`src/rtl/mem_pkg.sv`:
```
// Shared definitions for the port-B memory arbiter: default widths,
// arbitration-mode codes and the requester-ID encoding.
package mem_pkg;

  localparam int DEF_ADDR_W = 8;
  localparam int DEF_DATA_W = 8;

  localparam int ARB_RR    = 0;
  localparam int ARB_FIXED = 1;

  typedef enum logic {
    REQ_CPU = 1'b0,
    REQ_LDR = 1'b1
  } req_id_e;

endpackage

```
`src/rtl/mem_arb_grant.sv`:
```
// Combinational grant select for two requesters: round-robin on last_grant,
// or fixed priority to requester 0 unless the starvation flag is raised.
module mem_arb_grant
  import mem_pkg::*;
(
  input  logic    valid0,
  input  logic    valid1,
  input  req_id_e last_grant,
  input  logic    fixed_mode,
  input  logic    starve,
  output logic    gnt0,
  output logic    gnt1
);

  // Pick at most one winner from the current valids.
  always_comb begin
    gnt0 = 1'b0;
    gnt1 = 1'b0;
    case ({valid1, valid0})
      2'b01: gnt0 = 1'b1;
      2'b10: gnt1 = 1'b1;
      2'b11: begin
        if (fixed_mode) begin
          if (starve) begin
            gnt1 = 1'b1;
          end else begin
            gnt0 = 1'b1;
          end
        end else begin
          if (last_grant == REQ_CPU) begin
            gnt1 = 1'b1;
          end else begin
            gnt0 = 1'b1;
          end
        end
      end
      default: begin
        gnt0 = 1'b0;
        gnt1 = 1'b0;
      end
    endcase
  end

endmodule

```
`src/rtl/mem_port_arbiter.sv`:
```
// Shares memory data port B between the CPU load/store stage and the loader/DMA,
// returning registered read data to the issuing requester one cycle later.
module mem_port_arbiter
  import mem_pkg::*;
#(
  parameter int ADDR_W   = DEF_ADDR_W,
  parameter int DATA_W   = DEF_DATA_W,
  parameter int ARB_MODE = ARB_RR,
  parameter int MAX_WAIT = 4
) (
  input  logic              clk,
  input  logic              rst,
  input  logic              r0_valid,
  input  logic              r0_we,
  input  logic [ADDR_W-1:0] r0_addr,
  input  logic [DATA_W-1:0] r0_wdata,
  output logic              r0_ready,
  output logic              r0_rvalid,
  output logic [DATA_W-1:0] r0_rdata,
  input  logic              r1_valid,
  input  logic              r1_we,
  input  logic [ADDR_W-1:0] r1_addr,
  input  logic [DATA_W-1:0] r1_wdata,
  output logic              r1_ready,
  output logic              r1_rvalid,
  output logic [DATA_W-1:0] r1_rdata,
  output logic              mem_we_b,
  output logic [ADDR_W-1:0] mem_addr_b,
  output logic [DATA_W-1:0] mem_wdata_b,
  input  logic [DATA_W-1:0] mem_rdata_b
);

  localparam logic [3:0] MAX_WAIT_C = 4'(MAX_WAIT);
  localparam logic       FIXED_C    = (ARB_MODE == ARB_FIXED);

  req_id_e           last_grant_q, last_grant_d;
  logic              rd_pend_q, rd_pend_d;
  req_id_e           rd_owner_q, rd_owner_d;
  logic [3:0]        wait_cnt_q, wait_cnt_d;
  logic [DATA_W-1:0] rdata0_q, rdata0_d;
  logic [DATA_W-1:0] rdata1_q, rdata1_d;

  logic gnt0, gnt1, starve, acc0, acc1, rvalid0, rvalid1;

  assign starve = FIXED_C && (wait_cnt_q == MAX_WAIT_C);

  mem_arb_grant u_grant (
    .valid0     (r0_valid),
    .valid1     (r1_valid),
    .last_grant (last_grant_q),
    .fixed_mode (FIXED_C),
    .starve     (starve),
    .gnt0       (gnt0),
    .gnt1       (gnt1)
  );

  // Grants, memory drive and read return; everything is forced low during reset.
  always_comb begin
    acc0        = gnt0 & ~rst;
    acc1        = gnt1 & ~rst;
    rvalid0     = rd_pend_q & (rd_owner_q == REQ_CPU) & ~rst;
    rvalid1     = rd_pend_q & (rd_owner_q == REQ_LDR) & ~rst;
    r0_ready    = acc0;
    r1_ready    = acc1;
    r0_rvalid   = rvalid0;
    r1_rvalid   = rvalid1;
    mem_we_b    = 1'b0;
    mem_addr_b  = {ADDR_W{1'b0}};
    mem_wdata_b = {DATA_W{1'b0}};
    if (acc0) begin
      mem_we_b    = r0_we;
      mem_addr_b  = r0_addr;
      mem_wdata_b = r0_wdata;
    end else if (acc1) begin
      mem_we_b    = r1_we;
      mem_addr_b  = r1_addr;
      mem_wdata_b = r1_wdata;
    end else begin
      mem_we_b    = 1'b0;
    end
    if (rst) begin
      r0_rdata = {DATA_W{1'b0}};
      r1_rdata = {DATA_W{1'b0}};
    end else begin
      r0_rdata = rvalid0 ? mem_rdata_b : rdata0_q;
      r1_rdata = rvalid1 ? mem_rdata_b : rdata1_q;
    end
  end

  // Next-state for arbitration history, read tracking and starvation counter.
  always_comb begin
    last_grant_d = last_grant_q;
    rd_owner_d   = rd_owner_q;
    rd_pend_d    = (acc0 & ~r0_we) | (acc1 & ~r1_we);
    wait_cnt_d   = wait_cnt_q;
    rdata0_d     = rvalid0 ? mem_rdata_b : rdata0_q;
    rdata1_d     = rvalid1 ? mem_rdata_b : rdata1_q;
    if (acc0) begin
      last_grant_d = REQ_CPU;
      rd_owner_d   = REQ_CPU;
    end else if (acc1) begin
      last_grant_d = REQ_LDR;
      rd_owner_d   = REQ_LDR;
    end else begin
      last_grant_d = last_grant_q;
    end
    // r1 stalls accumulate only while it keeps asking and losing
    if (!r1_valid || acc1) begin
      wait_cnt_d = 4'd0;
    end else if (wait_cnt_q < MAX_WAIT_C) begin
      wait_cnt_d = wait_cnt_q + 4'd1;
    end else begin
      wait_cnt_d = wait_cnt_q;
    end
  end

  // State registers with synchronous reset.
  always_ff @(posedge clk) begin
    if (rst) begin
      last_grant_q <= REQ_CPU;
      rd_pend_q    <= 1'b0;
      rd_owner_q   <= REQ_CPU;
      wait_cnt_q   <= 4'd0;
      rdata0_q     <= {DATA_W{1'b0}};
      rdata1_q     <= {DATA_W{1'b0}};
    end else begin
      last_grant_q <= last_grant_d;
      rd_pend_q    <= rd_pend_d;
      rd_owner_q   <= rd_owner_d;
      wait_cnt_q   <= wait_cnt_d;
      rdata0_q     <= rdata0_d;
      rdata1_q     <= rdata1_d;
    end
  end

endmodule

```
`config.mk`:
```
export PLATFORM = sky130hd
export DESIGN_NAME = mem_port_arbiter
export DESIGN_NICKNAME = d
export VERILOG_FILES = /design/src/rtl/mem_pkg.sv /design/src/rtl/mem_arb_grant.sv /design/src/rtl/mem_port_arbiter.sv
export SDC_FILE = /design/constraint.sdc
export NUM_CORES = 1
export LEC_CHECK = 0
export ABC_AREA = 1
export CAP_MARGIN = 15
export CORE_MARGIN = 8
export CORE_UTILIZATION = 30
export CTS_CLUSTER_DIAMETER = 150
export DETAILED_ROUTE_END_ITERATION = 10
export GPL_TIMING_DRIVEN = 0
export PLACE_DENSITY = 0.75
export SYNTH_ARGS = -nofsm -noshare
export SYNTH_HDL_FRONTEND = slang
export SYNTH_SLANG_ARGS = --single-unit
```
`constraint.sdc`:
```
create_clock -name clk -period 1.95 [get_ports clk]
set_clock_uncertainty 0.15 [all_clocks]
set_input_delay 0.39 -clock clk [delete_from_list [all_inputs] [get_ports clk]]
set_output_delay 0.39 -clock clk [all_outputs]
set_load 0.01 [all_outputs]
```
Yosys cells after proc, flatten, opt, wreduce, memory -nomap -nowiden
Cells that the tools add are included.
Storage, ports and cells
  register bits after elaboration: 18
  bits of input ports: 46
  output and inout bits: 37
  word-level logic and storage cells: 35
Cells by class
  eq/ne operators: 3
  multiplexer cells: 14
  bitwise gates (word level): 13
  reductions and logical operators: 1
Operators by type and width (count)
  $mux 8: 8
  $and 1x1->1: 8
  $eq 2x2->1 const B: 2
  $mux 1: 4
  $not 1->1: 4
  $pmux 1 s2: 2
  $eq 2x1->1 const B: 1
  $reduce_or 2->1: 1
  $or 1x1->1: 1

Logic depth before layout (Yosys ltp)
  depth in word-level cells: 5
  mapped depth: 5
  gate-level depth less buffers: 4

Cells and area by module
From an unflattened synthesis, not the netlist that was laid out.
Second synthesis, totals
  cell total of the unflattened synthesis: 155
  area total of the unflattened synthesis: 991.0 um2
By module, submodules not included
  mem_port_arbiter: times used 1, cells an instance 141, area an instance 937.1 um2, sequential area each 360.3 um2
  mem_arb_grant: times used 1, cells an instance 14, area an instance 53.8 um2, sequential area each 0.0 um2

Worst setup path before layout
No wires, ideal clock.
  path kind: input-to-output
  start: input rst
  end: output mem_addr_b[4]
  data arrival time: 995 ps
  data required time: 1410 ps
  setup slack: 415 ps
  cell stages on the path: 5
  buffers on the path: 2
  cell sequence: buf_6 -> nor2_8 -> clkbuf_8 -> nand3_1 -> nand2_1
On the way
  longest elaborated chain between the ends: 4
  elaborated cells between the ends (all ways): 5
  those cells by class: mux: 2; bitwise: 3
Ends and longest elaborated chain
  from (decl): line mem_port_arbiter.sv:12  | input logic rst,
  $not 1->1 (*): line mem_port_arbiter.sv:59, mem_port_arbiter.sv:60
  $and 1x1->1: line mem_port_arbiter.sv:60  | acc1 = gnt1 & ~rst;
  $mux 8: line mem_port_arbiter.sv:74  | end else if (acc1) begin
  $mux 8 (*): line mem_port_arbiter.sv:70  | if (acc0) begin
  to (decl): line mem_port_arbiter.sv:28  | output logic [ADDR_W-1:0] mem_addr_b,
Mark *: on every way between the ends. The rest lies on a longest branch, timed or not.

==> impl_metrics.ini <==
[clocking]
tritoncts = done
cts.reportedPaths.clkPinSlew_ns = 0.11
cts.hold.buffers_added = 0
cts_root_buf = clkbuf_4
cts_sinks = 18
htree_levels = 1
cts_buffers = 3
clkLatencyLatePin_ns = 0.29
clockBufferDepth = 2

[global_route]
grt_pass1_wl_microns = 6450
grt_max_degree = 11
antenna_found_initial = 0
gr-total-overflow = 0
grt_pass1_vias = 1385
grt_usage_pct = 14.6

[worst_setup_path]
worstPathArrival_ns = 1.35
max_stage_delay_ns = 0.42
worstPathRequired_ns = 1.41
cp_cell_sequence = inv_6 -> nand2_4 -> buf_6 -> nand3_1 -> nand2_1 -> clkdlybuf4s15_2
critPathLaunchType = register
cp-end-kind = output pin
worstRegToRegCells = 5
critPathKind = reg2out
r2r_end = rdata0_q[6]
critical_path.slowest_cell = dfxtp_4
reg2reg_slack_ns = 0.83
cp_max_fo = 5
rr_startpoint = rd_owner_q

[sta]
hold_viol = 0
timing.final.crit_share_pct = 96.8
finalSetupViolCount = 0
layout_setup_ws_ns = 0.0626
worst_slew_pin_slew_ns = 0.156
slew_viol_final = 0
period_needed_ns = 1.89
rsz0062_at_grt = true
whs_ns = 0.313
slew_headroom_pct = 89.6
timing.fmax_mhz = 530
fin_tns_setup_ns = 0

[min_path]
hp-start = r1_valid
hold_path_end = rd_owner_q
hp-class = in2reg
hold_depth = 3

[power]
power.internal_mw = 0.678
p_sw_share_pct = 29.1
total_power_mw = 0.957
power_density_nw_per_um2 = 477
p_comb_share_pct = 35.3
p_leak_nw = 1.02
ir_worst_vdd_uv = 314
switchingPower_mw = 0.279
clkPwrFrac_pct = 23.9
seq_power_share_pct = 40.8

[route]
post_drt_wl_per_cell_microns = 15.1
ant_nets = 0
drtIter0Drc = 72
drc = 0
drt_pass1_iterations = 5
post_drt_via_cell_ratio = 4.75
via_count = 1402
routed_wl_microns = 4440

[logic_synthesis]
synth_nets = 195
synth.distinct_cells = 17
netlist_area_sq_um = 1050
synth-seq-area-share_pct = 34.4
syn_inst = 149
syn_area_per_cell_sq_um = 7.04
yosysWarnings = 0
ys_seq_elements = 18

[place]
dp_hpwl_microns = 3240
io_buffers = 81
place_ws_ns = -0.612
routabilityCongestion = 0.763

[die]
core_sq_um = 3340
num_rows = 21
ioPinCount = 83
initial_core_util_pct = 31.4
die_y_microns = 75.1
die_w_microns = 75.1
dieArea_sq_um = 5640

[run]
maxCapViolations = 0

[finish]
synthToLayoutAreaGrowth_pct = 91.3
finish.utilization_pct = 60.1
layout-drive-gt1-share_pct = 30.9
antennaDiodeCount = 0
final_nets = 296

[run_status]
status = complete, no violations
[sequential cells by signal (all words and copies together) (netlist names)]
name / flops
rd_owner_q: 1
rdata0_q: 8
rdata1_q: 8
rd_pend_q: 1
[synth_stat cells]
master     n  area share, %
a21oi_1    1           0.48
and2_2     1           0.72
buf_2      2           0.95
buf_4      3            2.1
buf_6      4            4.3
clkbuf_8   1            1.3
dfxtp_1   18             34
inv_1      4            1.4
inv_2      2           0.72
nand2_1   45             16
nand2_2    3            1.8
nand3_1   51             24
nand3_2    1           0.95
nand4_1    8            4.8
nor2_1     2           0.72
nor2_4     1            1.1
nor2_8     2            3.8
[layer usage]
layer	GRT usage, %	up-vias	wire length (microns)	share of wire, %
li1	-	710	-	-
met1	17.5	617	1870	42
met2	22.6	71	1900	43
met3	6.79	4	639	14
met4	3.91	0	29	0.65
met5	0	-	0	0
[critical path, delay by kind of cell (launching register included)]
kind	cells	cell delay, ns
and+or+nand+nor	3	0.22
buffers and inverters	3	0.40
DFF	1	0.42
[metrics by stage]
| stage | area, sq um | instances |
|---|---|---|
| CTS | 2050 | 294 |
| detailed placement | 1920 | 276 |
| floorplan | 1050 | 149 |
| global placement | 1920 | 276 |
| global route | 2010 | 295 |
| finish | 2010 | 295 |
[final cells by class]
type | count | area (sq um)
inverters | 6 | 27.5
flip-flops and latches | 18 | 365
well taps | 46 | 57.6
repair buffers | 94 | 779
fillers | 306 | 1330
multi-input cells | 117 | 632
clock buffers | 4 | 36.3
plain buffers | 10 | 108
[power groups by stage]
stage          Sequential [mW]  Clock [mW]  Combinational (mW)
5_1_grt                  0.392       0.259               0.364
3_5_place_dp             0.395           0               0.324
4_1_cts                  0.389       0.239               0.335
2_1_floorplan            0.394           0               0.130
3_3_place_gp             0.395           0               0.321
6_report                 0.390       0.229               0.338
[cells in the final DEF (no fill, tap or decap)]
| cell | netlist | routed |
|---|---|---|
| buf_6 | 4 | 10 |
| nand2_8 | 0 | 2 |
| nor2_8 | 2 | 2 |
| nand2_4 | 0 | 2 |
| clkbuf_8 | 1 | 3 |
| nand4_1 | 8 | 8 |
| inv_2 | 2 | 3 |
| buf_2 | 2 | 14 |
| nor2_1 | 2 | 2 |
| nor2_4 | 1 | 2 |
| dfxtp_1 | 18 | 16 |
| clkbuf_2 | 0 | 15 |
| inv_1 | 4 | 2 |
| inv_6 | 0 | 1 |
| nand3_1 | 51 | 51 |
| clkdlybuf4s50_1 | 0 | 42 |
| clkdlybuf4s15_1 | 0 | 4 |
| nand2_1 | 45 | 44 |
| dlygate4sd2_1 | 0 | 2 |
| dfxtp_2 | 0 | 1 |
| dfxtp_4 | 0 | 1 |
| clkbuf_4 | 0 | 3 |
| nand3_2 | 1 | 1 |
| and2_2 | 1 | 1 |
| buf_4 | 3 | 12 |
| nand2_2 | 3 | 1 |
| clkdlybuf4s15_2 | 0 | 3 |
| a21oi_1 | 1 | 1 |
[timing repair]
item,CTS,global route
gates cloned,3,1
resized for setup,109,42
pin swaps,3,2
buffers inserted,11,0
setup endpoints to repair,37,32
endpoints found under the hold margin,0,0
[kinds of logic (layout without fill, tap and decap cells)]
group,after synthesis,in the layout,share of synthesized area (%)
AO/OA/AOI/OAI,1,1,0.477
buffers and inverters,16,114,10.9
flip-flops,18,18,34.4
AND/OR/NAND/NOR,114,116,54.3
[worst max path at each step]
stage,startpoint,end,slack [ns],cells past startpoint
finish,rd_owner_q,mem_wdata_b[1],0.06,6
global route,rd_owner_q,mem_addr_b[0],-0.02,6
CTS,rd_pend_q,r0_rdata[6],-0.04,6
detailed placement,r1_valid,mem_wdata_b[4],-0.61,7
global placement,r1_valid,mem_wdata_b[4],-0.60,7
floorplan,rst,mem_addr_b[4],0.42,5
(Power assumes the default switching activity.)
==> patch, RTL diff (same flow settings) <==
`DEF_DATA_W`: 8 -> 10.
--- a/src/rtl/mem_pkg.sv
+++ b/src/rtl/mem_pkg.sv
@@ -4,5 +4,5 @@
 
   localparam int DEF_ADDR_W = 8;
-  localparam int DEF_DATA_W = 8;
+  localparam int DEF_DATA_W = 10;
 
   localparam int ARB_RR    = 0;
Ports: changed (6 resized); port bits go from 83 to 95. No check against the original RTL was run, so the function may have changed too.
==> patch against the unedited design <==
Design area grew 6.9%; count of clock-buffer cells in the layout down 1; setup slack got worse by 16 ps; first-iteration DRC count decreased by 40%; total power is 12% higher; critical path type is now input pin to output port; non-clock buffer count up 10; sequential cell count up 4; highest routed layer unchanged; wire length rose by 7.9%; area after synthesis is 10% higher; sequential share of layout area up 2.4 points.
==> patch: results (changes against the unedited design) <==
Status
  • Status: complete, no violations

Detailed routing
  • Via count: 1,590 (+13%)
  • Number of DRC markers in iteration 0: 43 (-40%)
  • Wire per inst: 14.69 um (-2.4%)
  • Number of detailed-route iterations in the first pass: 4 (-1)

Logic synthesis
  • Commonest cells in the netlist: 60 x nand3_1, 56 x nand2_1, 22 x dfxtp_1
  • Sequential area share after synthesis: 38.05% (+3.7 points)
  • Top post-synthesis cells by area: dfxtp_1 38%, nand3_1 26%, nand2_1 18%
  • Syn nets: 229 (+17%)
  • Yosys cell types: 12 (-5)

Clock network
  • Clk slew on worst S/H paths: 70 ps (-40 ps)
  • Latest clock arrival within the worst-skew pair: 250 ps (-40 ps)
  • Setup Fix Bufs, Post-CTS: 0 (-11)
  • Root Buffer: clkbuf_8

STA
  • Headroom to the max-slew limit: 85.49% (-4.1 points)

Setup path
  • R2R depth: 5 (unchanged)
  • Max stage delay on crit path: 500 ps (+80 ps)
  • CP max FO: 2 (-3)
  • CP max stage cell: clkdlybuf4s50_1

Worst hold path
  • Worst hold path type: register to register
  • WHS Path Cells: 2 (-1)

Layout
  • Layout cells sized above 1: 24.82% (-6.1 points)
  • Biggest regs: rdata0_q x10, rdata1_q x10
  • Nets: 332 (+12%)

GRT
  • All-Layer GR Usage: 14.96% (+0.41 points)
  • Vias in the first global route: 1,542 (+11%)
  • Largest net degree at the start of global routing: 12 (+1)

Pwr
  • Switching Share: 26.93% (-2.2 points)
  • Leak Pwr: 1.126 nW (+10%)
  • VDD IR max: 0.4875 mV (+55%)

Placed design
  • Gpl congestion: 0.8190 (+7.3%)
  • I/O Buffers: 94 (+16%)
  • Pre-CTS WS: -629.0 ps (-16.92 ps)
  • Post-DP HPWL: 3746 um (+16%)
patch: cell count changes after synthesis, sizes merged:
| cell | delta |
|---|---|
| dfxtp | +4 |
| nand2 | +8 |
| buf | +6 |
| nand3 | +8 |
| nand4 | +2 |
patch: layout make-up:
class	count	area (um^2)
well taps	48	60.06
flip-flops and latches	22	442.9
plain buffers	16	151.4
fillers	403	1545
multi-input cells	133	628.1
repair buffers	98	797.0
clock buffers	3	41.29
inverters	6	22.52
patch: worst paths after layout:
kind | endpoint | from | slack [ps]
setup reg to reg | rd_pend_q$_SDFF_PP0_ | rd_owner_q$_SDFFE_PP0P_ | 820
hold / removal | rdata1_q[2]$_DFF_P_ | rdata1_q[2]$_DFF_P_ | 320
hold reg to reg | rdata1_q[2]$_DFF_P_ | rdata1_q[2]$_DFF_P_ | 320
setup / recovery | r0_rdata[9] | mem_rdata_b[9] | 50
patch: power by group through the flow:
stage,clock (mW),sequential [mW],combinational [mW]
after floorplan,0,0.481,0.127
after global placement,0,0.482,0.347
after detailed placement,0,0.482,0.349
after CTS,0.277,0.472,0.329
after global routing,0.291,0.474,0.367
final,0.267,0.473,0.334
patch: worst max-delay path: cells and delay by family:
kind	cells	cell delay [ps]
buffers and inverters	2	790
and+or+nand+nor	2	190
patch: cells by family after synthesis:
group | synth area share, %
buf+inv | 9.838
flops | 38.05
compound gates | 0.4320
simple gates | 51.68
patch: layer usage:
| metal | GRT usage [%] | share of wire, % | vias to the layer above |
|---|---|---|---|
| li1 | - | - | 796 |
| met1 | 19.12 | 47 | 708 |
| met2 | 23.20 | 43 | 82 |
| met3 | 5.011 | 9.0 | 4 |
| met4 | 4.444 | 0.79 | 0 |
| met5 | 0 | 0 | - |
patch: what timing repair did:
| item | 4_1_cts | 5_1_grt |
|---|---|---|
| gates cloned | 1 | 3 |
| resized for setup | 133 | 50 |
| setup endpoints to repair | 43 | 41 |
| hold buffers | 0 | 0 |
| pin swaps | 1 | 1 |
patch: metrics by stage:
step / instances / total power [mW] / instance area [um^2]
6_report: 326 / 1.074 / 2143
3_5_place_dp: 319 / 0.8318 / 2158
5_1_grt: 326 / 1.133 / 2143
3_3_place_gp: 319 / 0.8292 / 2158
4_1_cts: 323 / 1.079 / 2152
2_1_floorplan: 177 / 0.6085 / 1157
